--- src/rtl/dcache_arb_pkg.sv ---
// Shared definitions for the D-cache port arbiter.
//   state_e  : arbiter FSM encoding
//   size_e   : access size encoding carried on ld_size/st_size/c_size
//   *_DEF    : default parameter values for the arbiter and its interface
package dcache_arb_pkg;

  localparam int STARVE_MAX_DEF = 3;
  localparam int AW_DEF         = 15;

  typedef enum logic [1:0] {
    IDLE    = 2'b00,
    LD_BUSY = 2'b01,
    ST_BUSY = 2'b10
  } state_e;

  // 2'b11 is reserved
  typedef enum logic [1:0] {
    SZ_BYTE  = 2'b00,
    SZ_W16   = 2'b01,
    SZ_DWORD = 2'b10
  } size_e;

endpackage

--- src/rtl/dcache_port_arb_if.sv ---
// Bundle of the load port, store-drain port and D-cache port of the arbiter.
//   master : requesters and cache (drive requests/ack, observe grants/done)
//   slave  : the arbiter itself
interface dcache_port_arb_if #(
  parameter int AW = dcache_arb_pkg::AW_DEF
);
  // load port
  logic          ld_req;
  logic [AW-1:0] ld_addr;
  logic [1:0]    ld_size;
  logic          ld_kill;
  logic          ld_gnt;
  logic          ld_done;
  logic [31:0]   ld_rdata;
  // store-drain port
  logic          st_req;
  logic [AW-1:0] st_addr;
  logic [31:0]   st_data;
  logic [1:0]    st_size;
  logic          st_urgent;
  logic          st_gnt;
  logic          st_done;
  // D-cache port
  logic          c_req;
  logic          c_wr;
  logic [AW-1:0] c_addr;
  logic [31:0]   c_wdata;
  logic [1:0]    c_size;
  logic          c_ack;
  logic [31:0]   c_rdata;

  modport master (
    output ld_req, ld_addr, ld_size, ld_kill,
    output st_req, st_addr, st_data, st_size, st_urgent,
    output c_ack, c_rdata,
    input  ld_gnt, ld_done, ld_rdata, st_gnt, st_done,
    input  c_req, c_wr, c_addr, c_wdata, c_size
  );

  modport slave (
    input  ld_req, ld_addr, ld_size, ld_kill,
    input  st_req, st_addr, st_data, st_size, st_urgent,
    input  c_ack, c_rdata,
    output ld_gnt, ld_done, ld_rdata, st_gnt, st_done,
    output c_req, c_wr, c_addr, c_wdata, c_size
  );

endinterface

--- src/rtl/arb_starve_ctr.sv ---
// Saturating count of consecutive load wins taken while a store was waiting.
//   clk, rst : clock, synchronous active-high reset
//   inc      : a load won while st_req was high
//   clr      : a store won
//   sat      : count has reached MAX; the waiting store must win next
module arb_starve_ctr #(
  parameter int MAX = 3
) (
  input  logic clk,
  input  logic rst,
  input  logic inc,
  input  logic clr,
  output logic sat
);

  localparam int CW = (MAX < 1) ? 1 : $clog2(MAX + 1);

  logic [CW-1:0] cnt_q, cnt_d;

  assign sat = (cnt_q == CW'(MAX));

  always_comb begin
    cnt_d = cnt_q;
    if (clr)             cnt_d = '0;
    else if (inc && !sat) cnt_d = cnt_q + CW'(1);
  end

  always_ff @(posedge clk) begin
    if (rst) cnt_q <= '0;
    else     cnt_q <= cnt_d;
  end

endmodule

--- src/rtl/dcache_port_arb.sv ---
// Arbitrates one D-cache port between the memory-stage load and the
// write-buffer store drain. One transaction in flight at a time; requests
// seen while busy are dropped (requesters hold them until granted).
//   clk, rst : clock, synchronous active-high reset
//   bus      : load / store / cache port bundle (slave side)
//   busy     : FSM is not IDLE (decoded from the state register)
// All other outputs are registered.
module dcache_port_arb
  import dcache_arb_pkg::*;
#(
  parameter int STARVE_MAX = STARVE_MAX_DEF,
  parameter int AW         = AW_DEF
) (
  input  logic                clk,
  input  logic                rst,
  dcache_port_arb_if.slave    bus,
  output logic                busy
);

  state_e        state_q, state_d;
  logic          ld_gnt_q, ld_gnt_d;
  logic          st_gnt_q, st_gnt_d;
  logic          ld_done_q, ld_done_d;
  logic          st_done_q, st_done_d;
  logic [31:0]   ld_rdata_q, ld_rdata_d;
  logic          c_req_q, c_req_d;
  logic          c_wr_q, c_wr_d;
  logic [AW-1:0] c_addr_q, c_addr_d;
  logic [31:0]   c_wdata_q, c_wdata_d;
  logic [1:0]    c_size_q, c_size_d;
  logic          kill_q, kill_d;

  logic idle, ld_req_eff, st_win, ld_win, starve_sat;

  // Arbitration is only meaningful in IDLE; a killed load never competes.
  assign idle       = (state_q == IDLE);
  assign ld_req_eff = bus.ld_req && !bus.ld_kill;
  assign st_win     = idle && bus.st_req &&
                      (bus.st_urgent || starve_sat || !ld_req_eff);
  assign ld_win     = idle && !st_win && ld_req_eff;

  arb_starve_ctr #(.MAX(STARVE_MAX)) u_starve (
    .clk (clk),
    .rst (rst),
    .inc (ld_win && bus.st_req),
    .clr (st_win),
    .sat (starve_sat)
  );

  always_comb begin
    state_d    = state_q;
    ld_gnt_d   = 1'b0;
    st_gnt_d   = 1'b0;
    ld_done_d  = 1'b0;
    st_done_d  = 1'b0;
    ld_rdata_d = ld_rdata_q;
    c_req_d    = c_req_q;
    c_wr_d     = c_wr_q;
    c_addr_d   = c_addr_q;
    c_wdata_d  = c_wdata_q;
    c_size_d   = c_size_q;
    kill_d     = kill_q;
    case (state_q)
      IDLE: begin
        // c_ack here is spurious and deliberately ignored
        if (st_win) begin
          state_d   = ST_BUSY;
          st_gnt_d  = 1'b1;
          c_req_d   = 1'b1;
          c_wr_d    = 1'b1;
          c_addr_d  = bus.st_addr;
          c_wdata_d = bus.st_data;
          c_size_d  = bus.st_size;
        end else if (ld_win) begin
          state_d   = LD_BUSY;
          ld_gnt_d  = 1'b1;
          c_req_d   = 1'b1;
          c_wr_d    = 1'b0;
          c_addr_d  = bus.ld_addr;
          c_wdata_d = '0;
          c_size_d  = bus.ld_size;
        end
      end
      LD_BUSY: begin
        // A kill in the ack cycle itself still suppresses the done pulse,
        // so fold the live input in before deciding.
        kill_d = kill_q || bus.ld_kill;
        if (bus.c_ack) begin
          state_d = IDLE;
          c_req_d = 1'b0;
          if (!kill_d) begin
            ld_done_d  = 1'b1;
            ld_rdata_d = bus.c_rdata;
          end
          kill_d = 1'b0;
        end
      end
      ST_BUSY: begin
        if (bus.c_ack) begin
          state_d   = IDLE;
          c_req_d   = 1'b0;
          st_done_d = 1'b1;
        end
      end
      default: begin
        state_d = IDLE;
        c_req_d = 1'b0;
      end
    endcase
  end

  always_ff @(posedge clk) begin
    if (rst) begin
      state_q    <= IDLE;
      ld_gnt_q   <= 1'b0;
      st_gnt_q   <= 1'b0;
      ld_done_q  <= 1'b0;
      st_done_q  <= 1'b0;
      ld_rdata_q <= '0;
      c_req_q    <= 1'b0;
      c_wr_q     <= 1'b0;
      c_addr_q   <= '0;
      c_wdata_q  <= '0;
      c_size_q   <= '0;
      kill_q     <= 1'b0;
    end else begin
      state_q    <= state_d;
      ld_gnt_q   <= ld_gnt_d;
      st_gnt_q   <= st_gnt_d;
      ld_done_q  <= ld_done_d;
      st_done_q  <= st_done_d;
      ld_rdata_q <= ld_rdata_d;
      c_req_q    <= c_req_d;
      c_wr_q     <= c_wr_d;
      c_addr_q   <= c_addr_d;
      c_wdata_q  <= c_wdata_d;
      c_size_q   <= c_size_d;
      kill_q     <= kill_d;
    end
  end

  assign busy         = (state_q != IDLE);
  assign bus.ld_gnt   = ld_gnt_q;
  assign bus.st_gnt   = st_gnt_q;
  assign bus.ld_done  = ld_done_q;
  assign bus.st_done  = st_done_q;
  assign bus.ld_rdata = ld_rdata_q;
  assign bus.c_req    = c_req_q;
  assign bus.c_wr     = c_wr_q;
  assign bus.c_addr   = c_addr_q;
  assign bus.c_wdata  = c_wdata_q;
  assign bus.c_size   = c_size_q;

endmodule

--- src/flat_wrapper.sv ---
// flat-port wrapper written by rule: the top's interface ports become plain ports
module dcache_port_arb_flat import dcache_arb_pkg::*;
#(
  parameter int STARVE_MAX = STARVE_MAX_DEF,
  parameter int AW         = AW_DEF
)
  (clk, rst, busy, bus_ld_req, bus_ld_addr, bus_ld_size, bus_ld_kill, bus_st_req, bus_st_addr, bus_st_data, bus_st_size, bus_st_urgent, bus_c_ack, bus_c_rdata, bus_ld_gnt, bus_ld_done, bus_ld_rdata, bus_st_gnt, bus_st_done, bus_c_req, bus_c_wr, bus_c_addr, bus_c_wdata, bus_c_size);
  dcache_port_arb_if #(.AW(AW)) bus_i ();
  input  logic clk;
  input  logic rst;
  output logic busy;
  input wire logic [$bits(bus_i.ld_req)-1:0] bus_ld_req;
  input wire logic [$bits(bus_i.ld_addr)-1:0] bus_ld_addr;
  input wire logic [$bits(bus_i.ld_size)-1:0] bus_ld_size;
  input wire logic [$bits(bus_i.ld_kill)-1:0] bus_ld_kill;
  input wire logic [$bits(bus_i.st_req)-1:0] bus_st_req;
  input wire logic [$bits(bus_i.st_addr)-1:0] bus_st_addr;
  input wire logic [$bits(bus_i.st_data)-1:0] bus_st_data;
  input wire logic [$bits(bus_i.st_size)-1:0] bus_st_size;
  input wire logic [$bits(bus_i.st_urgent)-1:0] bus_st_urgent;
  input wire logic [$bits(bus_i.c_ack)-1:0] bus_c_ack;
  input wire logic [$bits(bus_i.c_rdata)-1:0] bus_c_rdata;
  output wire logic [$bits(bus_i.ld_gnt)-1:0] bus_ld_gnt;
  output wire logic [$bits(bus_i.ld_done)-1:0] bus_ld_done;
  output wire logic [$bits(bus_i.ld_rdata)-1:0] bus_ld_rdata;
  output wire logic [$bits(bus_i.st_gnt)-1:0] bus_st_gnt;
  output wire logic [$bits(bus_i.st_done)-1:0] bus_st_done;
  output wire logic [$bits(bus_i.c_req)-1:0] bus_c_req;
  output wire logic [$bits(bus_i.c_wr)-1:0] bus_c_wr;
  output wire logic [$bits(bus_i.c_addr)-1:0] bus_c_addr;
  output wire logic [$bits(bus_i.c_wdata)-1:0] bus_c_wdata;
  output wire logic [$bits(bus_i.c_size)-1:0] bus_c_size;
  assign bus_i.ld_req = bus_ld_req;
  assign bus_i.ld_addr = bus_ld_addr;
  assign bus_i.ld_size = bus_ld_size;
  assign bus_i.ld_kill = bus_ld_kill;
  assign bus_i.st_req = bus_st_req;
  assign bus_i.st_addr = bus_st_addr;
  assign bus_i.st_data = bus_st_data;
  assign bus_i.st_size = bus_st_size;
  assign bus_i.st_urgent = bus_st_urgent;
  assign bus_i.c_ack = bus_c_ack;
  assign bus_i.c_rdata = bus_c_rdata;
  assign bus_ld_gnt = bus_i.ld_gnt;
  assign bus_ld_done = bus_i.ld_done;
  assign bus_ld_rdata = bus_i.ld_rdata;
  assign bus_st_gnt = bus_i.st_gnt;
  assign bus_st_done = bus_i.st_done;
  assign bus_c_req = bus_i.c_req;
  assign bus_c_wr = bus_i.c_wr;
  assign bus_c_addr = bus_i.c_addr;
  assign bus_c_wdata = bus_i.c_wdata;
  assign bus_c_size = bus_i.c_size;
  dcache_port_arb #(.STARVE_MAX(STARVE_MAX), .AW(AW)) u_core (.clk(clk), .rst(rst), .bus(bus_i), .busy(busy));
endmodule
--- config.mk ---
export PLATFORM = sky130hd
export DESIGN_NAME = dcache_port_arb_flat
export DESIGN_NICKNAME = d
export VERILOG_FILES = /design/src/rtl/dcache_arb_pkg.sv /design/src/rtl/dcache_port_arb_if.sv /design/src/rtl/arb_starve_ctr.sv /design/src/rtl/dcache_port_arb.sv /design/src/flat_wrapper.sv
export SDC_FILE = /design/constraint.sdc
export NUM_CORES = 1
export LEC_CHECK = 0
export BUFFER_PORTS_ARGS = -buffer_cell sky130_fd_sc_hd__buf_4
export CAP_MARGIN = 30
export CORE_AREA = 5 5 94 96
export CTS_BUF_LIST = sky130_fd_sc_hd__clkbuf_8
export CTS_CLUSTER_SIZE = 24
export DETAILED_ROUTE_END_ITERATION = 16
export DIE_AREA = 0 0 99 101
export MAX_ROUTING_LAYER = met4
export PLACE_DENSITY = 0.79
export SLEW_MARGIN = 20
export SYNTH_ARGS = -nofsm -noshare
export SYNTH_HDL_FRONTEND = slang
export SYNTH_SLANG_ARGS = --single-unit
--- constraint.sdc ---
create_clock -name clk -period 1.95 [get_ports clk]
set_input_delay 0.585 -clock clk [delete_from_list [all_inputs] [get_ports clk]]
set_output_delay 0.585 -clock clk [all_outputs]
set_load 0.005 [all_outputs]
* Yosys cells after proc, flatten, opt, wreduce, memory -nomap -nowiden
Index checks and enable logic that the tools add are counted.
** Cells by class
- $add $sub $neg :: 1
- Equal/unequal tests :: 5
- Mux-type cells :: 21
- Bitwise operators :: 5
- Reduce and logical (&&, ||, !) cells :: 26
** Operators by type and width (count)
- $mux W32 :: 2
- $mux W15 :: 2
- $mux W1 :: 10
- $mux W2 :: 5
- $reduce_or A2 Y1 :: 4
- $logic_and A1 B1 Y1 :: 7
- $reduce_or A3 Y1 :: 2
- $not A1 Y1 :: 5
- $eq A2 B2 Y1 const B :: 2
- $logic_not A1 Y1 :: 4
- $pmux W2 S2 :: 1
- $reduce_and A2 Y1 :: 2
- $reduce_bool A2 Y1 :: 2
- $logic_or A1 B1 Y1 :: 3
- $ne A3 B3 Y1 const B :: 1
- $reduce_and A3 Y1 :: 1
- $add A2 B1 Y2 const B :: 1
- $eq A2 B1 Y1 const B :: 1
- $logic_not A2 Y1 :: 1
- $ne A2 B1 Y1 const B :: 1
- $pmux W1 S2 :: 1
** Storage, ports and cells
- Bits in registers :: 92
- Output and inout port bits :: 88

* Depth between registers and ports, before layout
- Word-level depth :: 11
- Gate-level depth with buffers :: 8
- Mapped depth without buffers :: 6

* By module
Synthesis repeated with hierarchy kept, for this count alone.
** Second synthesis, totals
- Cells, all modules :: 394
- Area total of the unflattened synthesis :: 3448.3 um^2
** By module, submodules not included
- dcache_port_arb :: times used 1, cells each 386, area an instance 3343.2 um^2
- arb_starve_ctr :: times used 1, cells each 8, area an instance 105.1 um^2

* Worst setup path after synthesis
Ideal clock, no wire load.
- Kind :: input to register
- Start point :: input port bus_ld_kill
- End point :: register u_core.c_addr_q[10], in the netlist u_core.bus.c_addr[10]
- Library setup time :: 80 ps
- Arrival :: 1596 ps
- Path slack :: 274 ps
- Stages :: 5
- Path through :: or4b_4 nand3_4 buf_8 nand2_1 a211oi_2
** On the way
- Cells in the longest elaborated chain, start to end :: 10
- Elaborated cells between the ends (all ways) :: 11
- Classes of those cells :: mux (1); reduce/logical (10)
** RTL lines
- start, declared :: RTL line flat_wrapper.sv:15 : input wire logic [$bits(bus_i.ld_kill)-1:0] bus_ld_kill;
- $logic_not A1 Y1 * :: RTL line dcache_port_arb.sv:37 : assign ld_req_eff = bus.ld_req && !bus.ld_kill;
- $logic_and A1 B1 Y1 * :: RTL line dcache_port_arb.sv:37
- $logic_not A1 Y1 :: RTL line dcache_port_arb.sv:39 : (bus.st_urgent || starve_sat || !ld_req_eff);
- $logic_or A1 B1 Y1 :: RTL line dcache_port_arb.sv:39
- $logic_and A1 B1 Y1 :: RTL line dcache_port_arb.sv:38 : assign st_win = idle && bus.st_req &&
- $logic_not A1 Y1 :: RTL line dcache_port_arb.sv:40 : assign ld_win = idle && !st_win && ld_req_eff;
- $logic_and A1 B1 Y1 (2 in series) :: RTL line dcache_port_arb.sv:40
- $reduce_bool A2 Y1 (no line)
- $reduce_and A2 Y1 (no line)
- end signal, assigned :: RTL line dcache_port_arb.sv:135 : c_addr_q <= c_addr_d;
- end, declared :: RTL line dcache_port_arb.sv:28 : logic [AW-1:0] c_addr_q, c_addr_d;
Mark *: on every way between the ends. The rest lies on a longest branch, timed or not.
A chain may end at the register's enable or synchronous reset.

* Worst setup path after layout
- Start point :: register u_core.state_q[0]
- End point :: output port busy
** On the way
- Cells in the longest elaborated chain, start to end :: 1
** RTL lines
- start, declared :: RTL line dcache_port_arb.sv:20 : state_e state_q, state_d;
- start signal, assigned :: RTL line dcache_port_arb.sv:127 : state_q <= state_d;
- $reduce_bool A2 Y1 :: RTL line dcache_port_arb.sv:142 : assign busy = (state_q != IDLE);
- end, declared :: RTL line flat_wrapper.sv:11 : output logic busy;
No other way between the ends.

==> metrics.cfg <==
[pwr]
seqPwrFrac_pct = 48.1
finalPower_mw = 4.26
swShare_pct = 26.0
power.internal_mw = 3.15
power.leakage_nw = 2.37
powerDensity_nw_per_um2 = 805
p_sw_mw = 1.11
p_clk_share_pct = 33.0
combPwrFrac_pct = 18.9
ir_worst_vdd_mv = 0.522

[global_route]
track_usage_pct = 20.3
grt_overflow = 0
grt_max_degree = 50
grt_pass1_wl_um = 16200
grt_antenna_before_repair = 0
grt_pass1_vias = 3408

[worst_hold_path]
min_from = bus_c_ack
whs_path_depth = 2
hp-class = input pin to flip-flop
hold_path_end = u_core.kill_q$_SDFFE_PP0P_

[clock_network]
cts_tree = yes
hold_buffers = 0
cts_root_buf = clkbuf_8
postCtsSetupRepairBufs = 0
clock_path_buffers = 2
clk-insertion-delay-late_ns = 0.35
clock-sinks = 92
path_clk_slew_ns = 0.08
cts_resized = 3
cts_buffers = 9
htree_levels = 3

[timing]
whs_ns = 0.455
slew_viol_final = 0
worst_clock_skew_ns = 0.0159
maxSlewHeadroom_pct = 51.6
finalHoldViolations = 0
fmax_mhz = 529
layout_setup_ws_ns = 0.0584
setup_viol_count_final = 0
period_minus_slack_ns = 1.89
grt_setup_unrepaired = false
tightest_slew_ns = 0.725
finalCritPeriodShare_pct = 97.0

[synthesis]
async_flop_share_pct = 0
synthTopCellsByArea = dfxtp_1 (54%), nand2_1 (9.5%), a21oi_1 (7.9%), a22oi_1 (7.2%), nor2_1 (6.1%)
yosys.area.top_type_share_pct = 53.7
synth_flop_cell = dfxtp_1
synth_warnings = 0
syn_area_um2 = 3430
ys_seq_elements = 92
syn-instance-count = 398
syn_area_per_cell_um2 = 8.61
syn_nets = 507
yosysTopAreaCell = dfxtp_1
synth_edf_count = 0
yosysSeqAreaShare_pct = 53.7
synth_cell_types = 28

[run]
drv_cap = 0

[die]
dieArea_um2 = 10000
initial_core_util_pct = 43.0
fp-row-count = 33
pin_count = 193
die_w_um = 99
die_h_um = 101
core-area_um2 = 7970

[worst_setup_path]
arrival_ns = 1.31
rr_worst_depth = 6
crit_required_ns = 1.36
start_kind = flip-flop
path_class = flip-flop to primary output
crit_path_max_fanout = 8
cp-end-kind = primary output
r2r-start = u_core.u_starve.cnt_q[0]$_SDFFE_PP0P_
r2r-end = u_core.bus.c_addr[9]$_SDFFE_PP0P_
r2r_slack_ns = 0.14

[finish]
fill_cells = 697
fin_nets = 695
synthToLayoutAreaGrowth_pct = 54.4
final_cell_mix = buf_4 (202), dfxtp_1 (90), nand2_1 (87)
drive_gt1_share_pct = 41.1
antenna_cells = 0
mostFrequentLayoutCell = buf_4
final_area_um2 = 5290
final_core_util_pct = 66.4

[detailed_routing]
wire_per_inst_um = 14.6
drtPass1Iterations = 4
drc = 0
vias_per_cell = 5.01
routed_wl_um = 10100
ant_nets = 0
first_iter_violations = 145
vias = 3487

[place]
finalWeightedCongestion = 0.812
hpwlAfterDp_um = 7420
port_buffers = 192
preCtsSetupSlack_ns = -0.324
place_area_um2 = 5060

[outcome]
status = finished, final reports clean

[how the worst max path moves through the flow]
stage / start / endpoint / slack (ns) / depth (start not counted)
after floorplan: bus_ld_kill / u_core.bus.c_addr[10]$_SDFFE_PP0P_ / 0.27 / 5
after global placement: bus_ld_req / u_core.bus.c_addr[8]$_SDFFE_PP0P_ / -0.41 / 6
after detailed placement: bus_ld_req / u_core.bus.c_addr[3]$_SDFFE_PP0P_ / -0.32 / 7
after CTS: u_core.state_q[0]$_SDFFE_PP0P_ / busy / 0.03 / 5
after global routing: u_core.state_q[1]$_SDFFE_PP0P_ / busy / 0.001 / 5
final: u_core.state_q[0]$_SDFFE_PP0P_ / busy / 0.06 / 5
[per-layer routing]
| metal | share of wire [%] | GRT usage, % |
|---|---|---|
| met5 | 0 | - |
| met4 | 1.6 | 7.04 |
| met3 | 5.5 | 3.60 |
| met2 | 52 | 34.6 |
| met1 | 41 | 24.3 |
[synthesized netlist by cell type, drive strengths merged (2+ instances only)]
| cell | instances |
|---|---|
| inv | 4 |
| a21oi | 54 |
| nor2 | 57 |
| buf | 14 |
| a22oi | 33 |
| o21ai | 3 |
| dfxtp | 92 |
| clkbuf | 18 |
| a211oi | 18 |
| nand3 | 2 |
| ha | 4 |
| nand4 | 2 |
| nand2 | 87 |
| nor3 | 2 |
[registers in the layout, indices dropped and copies added (netlist names)]
| register | cells |
|---|---|
| u_core.bus.c_wdata | 32 |
| u_core.bus.ld_rdata | 32 |
| u_core.bus.c_addr | 15 |
| u_core.bus.c_size | 2 |
| u_core.state_q | 2 |
| u_core.u_starve.cnt_q | 2 |
| u_core.bus.c_req | 1 |
| u_core.bus.c_wr | 1 |
| u_core.bus.ld_done | 1 |
| u_core.bus.ld_gnt | 1 |
| u_core.bus.st_done | 1 |
| u_core.bus.st_gnt | 1 |
| u_core.kill_q | 1 |
[metrics by stage]
step	cells	setup TNS, ns
final	696	0
after global routing	696	0
after CTS	696	0
after detailed placement	679	-6.16
after global placement	678	-16.68
after floorplan	398	0
[cell type report]
type                       instances  area [µm²]  share of cell area, %
sequential                        92        1840                   34.8
tap                              105         131                   2.48
clock inverter                     7        97.6                   1.84
inverter                           4        15.0                  0.284
clock buffer                       9         124                   2.34
timing repair buffer             208        1630                   30.8
multi-input combinational        271        1450                   27.4
[power groups by stage]
| stage | logic [mW] | clock network (mW) | registers [mW] |
|---|---|---|---|
| 6_report | 0.806 | 1.41 | 2.05 |
| 5_1_grt | 0.887 | 1.53 | 2.06 |
| 4_1_cts | 0.815 | 1.46 | 2.05 |
| 3_5_place_dp | 0.808 | 0 | 2.09 |
| 3_3_place_gp | 0.782 | 0 | 2.09 |
| 2_1_floorplan | 0.361 | 0 | 2.09 |
[kinds of logic (layout without fill, tap and decap cells)]
family | after synthesis | after routing | synth area share (%)
AND/OR/NAND/NOR | 155 | 156 | 18.5
AO/OA/AOI/OAI | 111 | 111 | 21.5
flip-flops | 92 | 92 | 53.7
buffers and inverters | 36 | 228 | 4.82
adder cells (fa/ha/maj) | 4 | 4 | 1.46
[critical path, cell delays in order (launching register included)]
cell     delay (ns)
dfxtp_2        0.35
inv_1          0.06
ha_1           0.21
buf_4          0.18
inv_2          0.07
buf_4          0.11
(Power assumes the default switching activity.)
